File: src/rtl/mem_bus_arbiter.sv
// -----------------------------------------------------------------------------
// mem_bus_arbiter
//
// Arbitrates a CPU instruction-fetch port and a data port onto a single SPI
// memory controller (flash for instructions, PSRAM for data). Data requests
// win over fetches. A one-word fetch buffer serves repeated fetches of the
// same 16-bit word without touching the SPI bus.
//
// Ports
//   clk_in, reset_in         : clock, synchronous active-high reset
//   if_req_in / if_addr_in   : fetch request (held until if_ready_out), byte addr
//   if_data_out              : fetched word, [15:8] even byte, [7:0] odd byte
//   if_ready_out             : one-cycle fetch-complete pulse
//   d_req_in / d_we_in       : data request (held until d_ready_out), 1 = write
//   d_addr_in / d_wdata_in   : data byte address / write byte
//   d_rdata_out              : read byte
//   d_ready_out              : one-cycle data-complete pulse
//   mem_addr_out             : address to the SPI controller
//   mem_addr_valid_out       : one-cycle request strobe to the controller
//   mem_type_out             : IMEM read, DMEM read or DMEM write
//   mem_wdata_out            : PSRAM write byte
//   mem_flash_data_in/valid  : flash word and its valid pulse
//   mem_psram_data_in/valid  : PSRAM byte and its valid pulse
//   mem_busy_in              : controller busy
// -----------------------------------------------------------------------------
package mem_bus_arbiter_pkg;
    typedef enum logic [1:0] {
        TYPE_IMEM_READ  = 2'd0,
        TYPE_DMEM_READ  = 2'd1,
        TYPE_DMEM_WRITE = 2'd2
    } mem_type_t;
endpackage

module mem_bus_arbiter
    import mem_bus_arbiter_pkg::*;
(
    input  logic        clk_in,
    input  logic        reset_in,
    input  logic        if_req_in,
    input  logic [15:0] if_addr_in,
    output logic [15:0] if_data_out,
    output logic        if_ready_out,
    input  logic        d_req_in,
    input  logic        d_we_in,
    input  logic [15:0] d_addr_in,
    input  logic [7:0]  d_wdata_in,
    output logic [7:0]  d_rdata_out,
    output logic        d_ready_out,
    output logic [15:0] mem_addr_out,
    output logic        mem_addr_valid_out,
    output mem_type_t   mem_type_out,
    output logic [7:0]  mem_wdata_out,
    input  logic [15:0] mem_flash_data_in,
    input  logic        mem_flash_valid_in,
    input  logic [7:0]  mem_psram_data_in,
    input  logic        mem_psram_valid_in,
    input  logic        mem_busy_in
);

    typedef enum logic [1:0] {
        IDLE  = 2'd0,
        ISSUE = 2'd1,
        WAIT  = 2'd2,
        RESP  = 2'd3
    } state_t;

    state_t      state_q, state_d;

    // Fetch buffer: one flash word, tagged by its word address.
    logic        buf_valid_q, buf_valid_d;
    logic [15:1] buf_addr_q,  buf_addr_d;
    logic [15:0] buf_data_q,  buf_data_d;

    // Set for the first WAIT cycle: the controller raises busy one cycle after
    // the strobe, so a write must not complete on the stale busy=0 it sees then.
    logic        wait_first_q, wait_first_d;

    // Next values of the registered outputs.
    logic [15:0] if_data_d;
    logic        if_ready_d;
    logic [7:0]  d_rdata_d;
    logic        d_ready_d;
    logic [15:0] mem_addr_d;
    logic        mem_addr_valid_d;
    mem_type_t   mem_type_d;
    logic [7:0]  mem_wdata_d;

    logic        fetch_hit;

    // Fetches are word-granular; the byte-select bit plays no part.
    logic        unused_if_addr_bit0;
    assign unused_if_addr_bit0 = if_addr_in[0];

    assign fetch_hit = buf_valid_q && (buf_addr_q == if_addr_in[15:1]);

    // NOTE: every signal assigned here gets a default first, so no path leaves
    // one unassigned and no latch is inferred.
    always_comb begin
        state_d          = state_q;
        buf_valid_d      = buf_valid_q;
        buf_addr_d       = buf_addr_q;
        buf_data_d       = buf_data_q;
        wait_first_d     = 1'b0;
        if_data_d        = if_data_out;
        if_ready_d       = 1'b0;
        d_rdata_d        = d_rdata_out;
        d_ready_d        = 1'b0;
        mem_addr_d       = mem_addr_out;
        mem_addr_valid_d = 1'b0;
        mem_type_d       = mem_type_out;
        mem_wdata_d      = mem_wdata_out;

        case (state_q)
            IDLE: begin
                // While the controller is busy nothing is accepted at all.
                if (!mem_busy_in) begin
                    if (d_req_in) begin
                        mem_addr_d       = d_addr_in;
                        mem_wdata_d      = d_wdata_in;
                        mem_addr_valid_d = 1'b1;
                        if (d_we_in) begin
                            mem_type_d = TYPE_DMEM_WRITE;
                        end else begin
                            mem_type_d = TYPE_DMEM_READ;
                        end
                        state_d = ISSUE;
                    end else if (if_req_in) begin
                        if (fetch_hit) begin
                            if_data_d  = buf_data_q;
                            if_ready_d = 1'b1;
                            state_d    = RESP;
                        end else begin
                            mem_addr_d       = {if_addr_in[15:1], 1'b0};
                            mem_type_d       = TYPE_IMEM_READ;
                            mem_addr_valid_d = 1'b1;
                            state_d          = ISSUE;
                        end
                    end
                end
            end

            ISSUE: begin
                wait_first_d = 1'b1;
                state_d      = WAIT;
            end

            WAIT: begin
                // Only the valid pulse matching the outstanding type counts.
                case (mem_type_out)
                    TYPE_IMEM_READ: begin
                        if (mem_flash_valid_in) begin
                            if_data_d   = mem_flash_data_in;
                            buf_data_d  = mem_flash_data_in;
                            buf_addr_d  = mem_addr_out[15:1];
                            buf_valid_d = 1'b1;
                            if_ready_d  = 1'b1;
                            state_d     = RESP;
                        end
                    end
                    TYPE_DMEM_READ: begin
                        if (mem_psram_valid_in) begin
                            d_rdata_d = mem_psram_data_in;
                            d_ready_d = 1'b1;
                            state_d   = RESP;
                        end
                    end
                    default: begin
                        if (!wait_first_q && !mem_busy_in) begin
                            d_ready_d = 1'b1;
                            state_d   = RESP;
                        end
                    end
                endcase
            end

            RESP: begin
                // The CPU still holds req this cycle; it is not a new request.
                state_d = IDLE;
            end

            default: begin
                state_d = IDLE;
            end
        endcase
    end

    // NOTE: state registers use non-blocking assignments so every flop samples
    // the pre-edge values regardless of statement order.
    always_ff @(posedge clk_in) begin
        if (reset_in) begin
            state_q            <= IDLE;
            buf_valid_q        <= 1'b0;
            buf_addr_q         <= '0;
            wait_first_q       <= 1'b0;
            if_data_out        <= '0;
            if_ready_out       <= 1'b0;
            d_rdata_out        <= '0;
            d_ready_out        <= 1'b0;
            mem_addr_out       <= '0;
            mem_addr_valid_out <= 1'b0;
            mem_type_out       <= TYPE_IMEM_READ;
            mem_wdata_out      <= '0;
        end else begin
            state_q            <= state_d;
            buf_valid_q        <= buf_valid_d;
            buf_addr_q         <= buf_addr_d;
            wait_first_q       <= wait_first_d;
            if_data_out        <= if_data_d;
            if_ready_out       <= if_ready_d;
            d_rdata_out        <= d_rdata_d;
            d_ready_out        <= d_ready_d;
            mem_addr_out       <= mem_addr_d;
            mem_addr_valid_out <= mem_addr_valid_d;
            mem_type_out       <= mem_type_d;
            mem_wdata_out      <= mem_wdata_d;
        end
    end

    // NOTE: the buffer payload is storage qualified by buf_valid_q, so it is
    // deliberately left out of reset.
    always_ff @(posedge clk_in) begin
        buf_data_q <= buf_data_d;
    end

endmodule

File: config.mk
export PLATFORM = sky130hd
export DESIGN_NAME = mem_bus_arbiter
export DESIGN_NICKNAME = d
export VERILOG_FILES = /design/src/rtl/mem_bus_arbiter.sv
export SDC_FILE = /design/constraint.sdc
export NUM_CORES = 1
export LEC_CHECK = 0
export CAP_MARGIN = 25
export CORE_ASPECT_RATIO = 1.1
export CORE_MARGIN = 2
export CORE_UTILIZATION = 35
export CTS_CLUSTER_DIAMETER = 80
export CTS_CLUSTER_SIZE = 8
export DETAILED_ROUTE_END_ITERATION = 6
export HOLD_SLACK_MARGIN = 0.15
export SLEW_MARGIN = 20
export SYNTH_ARGS = -nofsm -noshare
export SYNTH_HDL_FRONTEND = slang
export SYNTH_SLANG_ARGS = --single-unit
File: constraint.sdc
create_clock -name clk_in -period 7.85 [get_ports clk_in]
set_input_delay 1.1775 -clock clk_in [delete_from_list [all_inputs] [get_ports clk_in]]
set_output_delay 1.1775 -clock clk_in [all_outputs]
set_load 0.005 [all_outputs]
==> reports/results.ini, run 1 <==
[status]
status = complete, no violations

[floorplanning]
die-width_um = 103
initial_core_util_pct = 36.3
die_height_um = 113
core_area_um2 = 10500
die-area_um2 = 11700
core.rowCount = 39
ios = 125

[timing]
setup_tns_ps = 0
min_period_ps = 3610
slew-limit-headroom_pct = 44.2
final-setup-viol-count = 0
finalHoldViolations = 0
max_freq_ghz = 0.277
final.setup_skew_ps = 4.00
max_slew.worst_pin.slew_ps = 836
rsz_0062_raised_after_global_routing = no
count_of_pins_over_their_slew_limit = 0
final_min_period_over_clock_period_pct = 46.0

[yosys]
ff_latch_count_synth = 88
synth_flop_cell = dfxtp_1
number_of_enable_flip_flop_cells_after_synthesis = 16
netlist-cell-type-count = 36
yosys_warnings = 0
post_synth_inst_count = 389
synth_top_cells_by_area = dfxtp_1 (38%), edfxtp_1 (13%), mux2i_1 (8.1%), a21oi_1 (6.7%), nand2_1 (5.6%)
post-synth-top-count-cell = dfxtp_1
synthDominantCellAreaShare_pct = 37.8
synth-async-reset-ratio_pct = 0
synth.cells.most_frequent = dfxtp_1 (72), nand2_1 (57), a21oi_1 (51)
synth.net_count = 464
synth_area_um2 = 3810
synth_sequential_area_ratio_pct = 50.5
synth_area_leader_cell = dfxtp_1
avgSynthCellArea_um2 = 9.79

[clock_tree]
cts_setup_buffers = 0
cts_htree_levels = 3
cts_tree = built
clock_latency_ps = 330
numCtsBuffers = 9
cts_hold_buffers = 0
clk_path_buf_depth = 2
worst_setup_hold_path_clk_slew_ps = 60
cts-resized-gates = 0
total_clock_sinks = 88
root_buffer = clkbuf_16

[global_routing]
overflow = 0
globalRouteTotalUtil_pct = 17.4
grt_first_pass_wirelength_mm = 16.1
first_global_vias = 3317
antenna_violations_before_repair = 0
grt_max_degree = 72

[detailed_routing]
remaining_drc_errors = 0
totalWireLength_mm = 9.78
detail_route.first_pass.iterations = 4
route.detailed.vias_per_inst = 5.01
antenna_violation_net_count_after_detailed_routing = 0
detailedRoute.firstIterationViolations = 89
route.detailed.wl_per_inst_um = 15.1
detailroute.via_count = 3239

[min_path]
worst_hold_path_type = flop to flop
hold-path-cell-count = 2

[power]
powerDensity_nw_per_um2 = 239
report.power.total_mw = 1.29
maximum_ir_drop_on_the_vdd_rail_v = 0.0000983
cellLeakagePower_nw = 1.76

[critical_path]
worst_setup_path_start_kind = input pin
setup.worst_path.end_class = flop
path_class = input pin to flop
reg2reg_slack_ps = 4410
timing.critical_path.arrival_ps = 3780
cp-startpoint = mem_flash_valid_in
worst_r2r_endpoint = if_data_out[0]$_SDFFE_PP0P_
worst-endpoint-required_ps = 8020
worstRegToRegCells = 9
timing.critical_path.to = if_data_out[0]$_SDFFE_PP0P_
timing.critical_path.fanout_max = 33
timing.rr.start = state_q[0]$_SDFFE_PP0P_

[flow_run]
max-cap-violations = 0

[finish]
area.growth.synth_to_final_pct = 41.9
drive_gt1_share_pct = 8.35
final_antenna_diode_count = 0
fin_nets = 574
ff_latch_area_um2 = 1920
filler_cell_count = 1003
multi_input_area_um2 = 1730

[place]
globalplace.congestion = 0.733
place.port_buffers = 123
place.detailed.hpwl_mm = 6.65

placed cells by master, fill, tap and decap left out, types with 4 or more instances in the layout:
| cell type | count |
|---|---|
| xnor2_1 | 15 |
| edfxtp_1 | 16 |
| o21ai_0 | 20 |
| clkbuf_16 | 10 |
| clkdlybuf4s50_1 | 122 |
| nand4_1 | 4 |
| or3_1 | 16 |
| nand2_1 | 57 |
| nand3_1 | 9 |
| a211oi_2 | 10 |
| buf_4 | 5 |
| a211oi_1 | 22 |
| nor2_1 | 7 |
| a21oi_1 | 51 |
| mux2i_1 | 31 |
| dfxtp_1 | 72 |
how the worst min path moves through the flow:
stage,start,endpoint
final,mem_wdata_out[1]$_SDFFE_PP0P_,mem_wdata_out[1]$_SDFFE_PP0P_
after global routing,d_rdata_out[2]$_SDFFE_PP0P_,d_rdata_out[2]$_SDFFE_PP0P_
after CTS,mem_wdata_out[1]$_SDFFE_PP0P_,mem_wdata_out[1]$_SDFFE_PP0P_
after detailed placement,mem_wdata_out[1]$_SDFFE_PP0P_,mem_wdata_out[1]$_SDFFE_PP0P_
after global placement,buf_valid_q$_SDFFE_PP0P_,buf_valid_q$_SDFFE_PP0P_
after floorplan,buf_valid_q$_SDFFE_PP0P_,buf_valid_q$_SDFFE_PP0P_
sequential cells by signal (all words and copies together), names as in the netlist:
signal,cells
mem_addr_out,16
buf_valid_q,1
d_ready_out,1
state_q,2
mem_wdata_out,8
buf_data_q,16
wait_first_q,1
if_data_out,16
if_ready_out,1
d_rdata_out,8
mem_type_out,2
mem_addr_valid_out,1
buf_addr_q,15
critical path, cell delays in order:
cell and delay (ps):
clkdlybuf4s50_1 470, or4b_4 620, inv_6 310, a21oi_2 80, nor3b_4 620, a21o_4 370
a211oi_1 110
per-layer routing:
layer,wire length (um),part of all wire (%),track usage [%]
met4,109,1.1,5.26
met2,4470,46,27.6
met3,687,7.0,6.07
met5,0,0,0
met1,4510,46,22.3
stage by stage:
stage	cell area, um^2	instances	util [%]	worst slack (ps)	hold WS, ps
final	5410	646	51.5	4240	453
after global routing	5410	646	51.5	4080	475
after CTS	5410	646	51.5	4230	456
after detailed placement	5130	631	48.9	3870	448
after global placement	5110	630	48.7	3910	444
after floorplan	3810	389	-	4970	432
area by class of cell:
class                   count  share of cell area (%)
clock inverters             3                   0.324
clock buffers              12                    4.77
repair buffers            129                    23.6
multi-input cells         267                    32.0
inverters                   4                   0.417
flip-flops and latches     88                    35.6
well taps                 143                    3.31
cell families after synthesis:
group	count (synthesis)	synth area share, %
XOR/XNOR	15	3.45
flip-flops	88	50.5
AO/OA/AOI/OAI	110	18.5
AND/OR/NAND/NOR	107	13.7
adder cells (fa/ha/maj)	3	0.986
buffers and inverters	34	4.47
multiplexers	32	8.44
power breakdown:
group / internal, mW / total (mW) / switching [mW]
sequential: 0.514 / 0.543 / 0.0290
combinational: 0.175 / 0.351 / 0.176
clock: 0.231 / 0.398 / 0.167
total: 0.919 / 1.29 / 0.372
(Power assumes the default switching activity.)
==> run 2: changes to the inputs <==
Settings changed: PLACE_DENSITY set to 0.66.
Clock period 7.85 ns to 3.2 ns, I/O delays scaled along.
==> reports/results.ini, run 2 (synthesized netlist as in run 1, its figures left out) <==
[status]
status = complete, no violations

[critical_path]
reg2reg_slack_ps = 700  ; -3710 ps
worst_setup_path_start_kind = flop
timing.critical_path.arrival_ps = 2760  ; -1020 ps
setup.worst_path.end_class = flop
critPathTopFamily = simple AND/OR/NAND/NOR gates
worst-endpoint-required_ps = 3450  ; -4570 ps
critical_path_buf_inv_count = 4  ; +2
timing.critical_path.slowest_cell_delay_ps = 640  ; +20 ps
timing.critical_path.cells = inv_1, ha_1, inv_4, or4b_4, inv_6, a21oi_2, nor3b_4, buf_4, a211oi_1, a211oi_2
path_class = flop to flop
critical-path-slowest-cell = or4b_4
timing.critical_path.fanout_max = 18  ; -45%

[timing]
setup_tns_ps = 0  ; unchanged
finalHoldWorstSlack_ps = 452  ; -1.04 ps
count_of_pins_over_their_slew_limit = 0  ; unchanged
max_slew.worst_pin.slew_ps = 821  ; -15.2 ps
max_freq_ghz = 0.400
final_min_period_over_clock_period_pct = 78.2
final-setup-viol-count = 0  ; unchanged
rsz_0062_raised_after_global_routing = no
final.setup_skew_ps = 3.98  ; -0.0236 ps
finalHoldViolations = 0  ; unchanged
min_period_ps = 2500
slew-limit-headroom_pct = 44.8  ; +0.59 points

[detailed_routing]
wl_met1_mm = 4.22  ; -6.5%
met3_wirelength_um = 590  ; -14%
totalWireLength_mm = 9.64  ; -1.4%
detail_route.first_pass.iterations = 4  ; unchanged
detailedRoute.firstIterationViolations = 62  ; -30%
route.detailed.vias_per_inst = 4.97  ; -0.83%
dr_wl_met2_mm = 4.67  ; +4.6%
remaining_drc_errors = 0  ; unchanged
highest-signal-layer = met4
route.detailed.wl_per_inst_um = 14.8  ; -2.5%
antenna_violation_net_count_after_detailed_routing = 0  ; unchanged
detailroute.via_count = 3247  ; +0.25%

[global_routing]
antenna_violations_before_repair = 0  ; unchanged
overflow = 0  ; unchanged
globalRouteTotalUtil_pct = 16.8  ; -0.62 points
first_global_vias = 3221  ; -2.9%
grt_max_degree = 36  ; -50%
grt_first_pass_wirelength_mm = 15.5  ; -3.6%

[finish]
final_util_pct = 52.4  ; +0.87 points
filler_cell_count = 939  ; -6.4%
most-common-layout-cells = clkdlybuf4s50_1 (121), dfxtp_1 (72), nand2_1 (57), a21oi_1 (51), mux2i_1 (31)
final_antenna_diode_count = 0  ; unchanged
biggestRegsByFlops = buf_data_q x16, if_data_out x16, mem_addr_out x16
area.growth.synth_to_final_pct = 44.3
layout_commonest_cell = clkdlybuf4s50_1
fin_nets = 580  ; +1.0%
drive_gt1_share_pct = 9.80  ; +1.5 points

[place]
place.detailed.hpwl_mm = 6.83  ; +2.7%
place.port_buffers = 123  ; unchanged
globalplace.congestion = 0.751  ; +2.4%

[power]
maximum_ir_drop_on_the_vdd_rail_v = 0.000251  ; +160%
power.share.switching_pct = 27.4  ; -1.4 points
p_clk_share_pct = 34.9  ; +4.1 points
power.share.sequential_pct = 39.5  ; -2.5 points
combinational_cell_fraction_of_total_power_pct = 25.7  ; -1.5 points
powerDensity_nw_per_um2 = 614  ; +160%
cellLeakagePower_nw = 1.83  ; +3.8%
total_switching_power_mw = 0.924  ; +150%
p_int_mw = 2.45  ; +170%

[flow_run]
max-cap-violations = 0  ; unchanged

[floorplanning]
die_height_um = 113  ; unchanged
core.rowCount = 39  ; unchanged
core_area_um2 = 10500  ; unchanged
ios = 125  ; unchanged
die-area_um2 = 11700  ; unchanged
die-width_um = 103  ; unchanged
initial_core_util_pct = 36.3  ; unchanged

[min_path]
worst_hold_path_type = flop to flop

[clock_tree]
root_buffer = clkbuf_16
total_clock_sinks = 88  ; unchanged
cts_setup_buffers = 0  ; unchanged
cts_hold_buffers = 0  ; unchanged
cts_htree_levels = 3  ; unchanged
clk_path_buf_depth = 2  ; unchanged
numCtsBuffers = 9  ; unchanged
cts-resized-gates = 0  ; unchanged
worst_setup_hold_path_clk_slew_ps = 60  ; about the same
clock_latency_ps = 340  ; about the same
cts_tree = built

run 2: cell types whose count changed in the layout (fill, tap and decap cells not counted), moves of 2 or more:
cell,delta
buf_4,+7
bufinv_16,+3
clkbuf_1,-2
clkinv_2,+2
run 2: through the flow:
stage          cells  setup slack, ps  total power, mW  cell area, um^2
6_report         653              698             3.38             5500
2_1_floorplan    389              740             1.87             3810
3_3_place_gp     637              482             2.21             5160
5_1_grt          653              519             3.55             5500
4_1_cts          653              673             3.42             5500
3_5_place_dp     637              432             2.23             5160
run 2: power groups by stage:
| stage | clock (mW) | sequential (mW) | combinational [mW] |
|---|---|---|---|
| 2_1_floorplan | 0 | 1.35 | 0.518 |
| 3_3_place_gp | 0 | 1.35 | 0.861 |
| 3_5_place_dp | 0 | 1.36 | 0.879 |
| 4_1_cts | 1.20 | 1.33 | 0.882 |
| 5_1_grt | 1.25 | 1.34 | 0.954 |
| 6_report | 1.18 | 1.33 | 0.866 |
run 2: path summary, 6_finish.rpt:
check / start / endpoint / cells after the start
max reg2reg: state_q[0]$_SDFFE_PP0P_ / if_data_out[8]$_SDFFE_PP0P_ / 10
max: state_q[0]$_SDFFE_PP0P_ / if_data_out[8]$_SDFFE_PP0P_ / 10
min reg2reg: mem_wdata_out[5]$_SDFFE_PP0P_ / mem_wdata_out[5]$_SDFFE_PP0P_ / 2
min: mem_wdata_out[5]$_SDFFE_PP0P_ / mem_wdata_out[5]$_SDFFE_PP0P_ / 2
run 2: tightest hold or removal path, delay by kind of cell, from the launching register on:
| family | cells | cell delay [ps] |
|---|---|---|
| AND/OR/NAND/NOR | 1 | 50 |
| flip-flops | 1 | 310 |
| AO/OA/AOI/OAI | 1 | 50 |
run 2: area by class of cell:
class / count / area, um^2 / share of cell area, %
clock inverter: 7 / 110 / 2.00
clock buffer: 9 / 225 / 4.10
multi-input combinational: 267 / 1730 / 31.4
timing repair buffer: 135 / 1310 / 23.9
tap: 143 / 179 / 3.26
inverter: 4 / 22.5 / 0.410
sequential: 88 / 1920 / 35.0
run 2: routing by layer:
| layer | vias to the layer above | track usage [%] |
|---|---|---|
| met3 | 15 | 4.11 |
| li1 | 1631 | - |
| met1 | 1507 | 20.7 |
| met4 | 0 | 6.40 |
| met5 | - | 0 |
| met2 | 94 | 28.1 |
==> run 3: changes to the inputs <==
Clock period 3.2 ns to 2.3 ns, I/O delays scaled along.
==> reports/results.ini, run 3 (synthesized netlist as in run 1, its figures left out) <==
[finish]
layout_commonest_cell = clkdlybuf4s50_1
biggestRegsByFlops = buf_data_q x16, if_data_out x16, mem_addr_out x16
instances_no_fill = 661  ; +1.2%
final_util_pct = 53.2  ; +0.82 points
area.growth.synth_to_final_pct = 46.6
most-common-layout-cells = clkdlybuf4s50_1 (121), dfxtp_1 (70), nand2_1 (57), a21oi_1 (51), mux2i_1 (31)
fin_nets = 588  ; +1.4%
drive_gt1_share_pct = 11.8  ; +2.0 points
final_antenna_diode_count = 0  ; unchanged
filler_cell_count = 960  ; +2.2%

[detailed_routing]
antenna_violation_net_count_after_detailed_routing = 0  ; unchanged
totalWireLength_mm = 9.71  ; +0.72%
remaining_drc_errors = 0  ; unchanged
detail_route.first_pass.iterations = 5  ; +1
detailedRoute.firstIterationViolations = 107  ; +73%
route.detailed.vias_per_inst = 4.96  ; -0.27%
detailroute.via_count = 3278  ; +0.95%
route.detailed.wl_per_inst_um = 14.7  ; -0.50%

[global_routing]
grt.met1_usage_pct = 21.4  ; +0.70 points
antenna_violations_before_repair = 0  ; unchanged
first_global_vias = 3241  ; +0.62%
overflow = 0  ; unchanged
globalRouteTotalUtil_pct = 16.8  ; +0.034 points
busiest_layer = met2
grt_max_degree = 35  ; -2.8%
global_route.usage.met2_pct = 28.4  ; +0.34 points
global_route.usage.met3_pct = 3.19  ; -0.92 points
grt_first_pass_wirelength_mm = 15.6  ; +0.58%

[critical_path]
timing.critical_path.arrival_ps = 2370  ; -390 ps
critical-path-slowest-cell = or4b_4
timing.critical_path.cells = inv_2, ha_4, inv_4, or4b_4, inv_6, a21oi_2, nor3b_4, buf_4, a211oi_1, a211oi_1
timing.critical_path.mode_cell = a211oi_1
worst_setup_path_start_kind = flop
reg2reg_slack_ps = 170  ; -530 ps
worst-endpoint-required_ps = 2540  ; -910 ps
path_class = flop to flop
setup.worst_path.end_class = flop
timing.critical_path.fanout_max = 10  ; -8
timing.critical_path.slowest_cell_delay_ps = 530  ; -110 ps

[power]
cellLeakagePower_nw = 1.87  ; +2.1%
maximum_ir_drop_on_the_vdd_rail_v = 0.000391  ; +56%
report.power.total_mw = 4.67  ; +38%
powerDensity_nw_per_um2 = 836  ; +36%

[timing]
finalHoldViolations = 0  ; unchanged
final-setup-viol-count = 0  ; unchanged
final_min_period_over_clock_period_pct = 92.6  ; +14 points
max_freq_ghz = 0.469  ; +17%
setup_tns_ps = 0  ; unchanged
final.setup_skew_ps = 4.19  ; +0.212 ps
min_period_ps = 2130  ; -372 ps
max_slew.worst_pin.slew_ps = 465  ; -356 ps
rsz_0062_raised_after_global_routing = no
slew-limit-headroom_pct = 69.0  ; +24 points
count_of_pins_over_their_slew_limit = 0  ; unchanged
finalHoldWorstSlack_ps = 451  ; -1.48 ps

[clock_tree]
cts_htree_levels = 3  ; unchanged
cts_tree = built
root_buffer = clkbuf_16
cts_setup_buffers = 0  ; unchanged
worst_setup_hold_path_clk_slew_ps = 60  ; about the same
numCtsBuffers = 9  ; unchanged
clock_latency_ps = 330  ; about the same
cts-resized-gates = 0  ; unchanged
total_clock_sinks = 88  ; unchanged
cts_hold_buffers = 0  ; unchanged
clk_path_buf_depth = 2  ; unchanged

[floorplanning]
die-width_um = 103  ; unchanged
die-area_um2 = 11700  ; unchanged
core.rowCount = 39  ; unchanged
ios = 125  ; unchanged
core_area_um2 = 10500  ; unchanged
die_height_um = 113  ; unchanged
initial_core_util_pct = 36.3  ; unchanged

[status]
status = complete, no violations

[place]
place.detailed.hpwl_mm = 6.99  ; +2.3%
place.port_buffers = 123  ; unchanged
globalplace.congestion = 0.770  ; +2.5%
dpl.cell_count = 645  ; +1.3%

[flow_run]
max-cap-violations = 0  ; unchanged

[min_path]
worst_hold_path_type = input pin to flop

[run 3: changes by cell type in the layout (fill, tap and decap cells not counted), sizes merged]
cell,previous run,this run
buf,14,21
clkbuf,9,11
bufinv,3,2
[run 3: final cells by class]
| class | count | area, um^2 | area share [%] |
|---|---|---|---|
| flip-flops and latches | 88 | 1920 | 34.5 |
| clock buffers | 10 | 239 | 4.28 |
| multi-input cells | 267 | 1740 | 31.2 |
| inverters | 4 | 22.5 | 0.403 |
| repair buffers | 143 | 1400 | 25.0 |
| well taps | 143 | 179 | 3.20 |
| clock inverters | 6 | 82.6 | 1.48 |
[run 3: worst max-delay path, delay by kind of cell (launching register included)]
family	cells	cell delay, ps
AOI/OAI and AO/OA	3	380
and+or+nand+nor	2	780
adders and majority gates	1	140
buffers and inverters	4	400
DFF	1	330
[run 3: routing by layer]
layer / vias to the layer above / wire length [um]
met5: - / 0
li1: 1643 / -
met4: 0 / 138
met2: 93 / 4650
met3: 12 / 522
met1: 1530 / 4400
[run 3: power breakdown]
part,switching (mW),internal [mW],total (mW)
registers,0.103,1.76,1.86
clock network,0.576,0.975,1.55
logic,0.615,0.642,1.26
[run 3: final timing paths]
path                               startpoint                          end  cells past startpoint
setup / recovery      state_q[0]$_SDFFE_PP0P_  if_data_out[0]$_SDFFE_PP0P_                     10
hold / removal                       reset_in      wait_first_q$_SDFF_PP0_                      2
setup reg to reg      state_q[0]$_SDFFE_PP0P_  if_data_out[0]$_SDFFE_PP0P_                     10
hold reg to reg   d_rdata_out[5]$_SDFFE_PP0P_  d_rdata_out[5]$_SDFFE_PP0P_                      2
[run 3: through the flow]
step / area (um^2) / worst slack [ps]
after floorplan: 3830 / 12.6
after global placement: 5260 / -61.8
after detailed placement: 5260 / -140
after CTS: 5580 / 144
after global routing: 5580 / 49.9
final: 5580 / 170
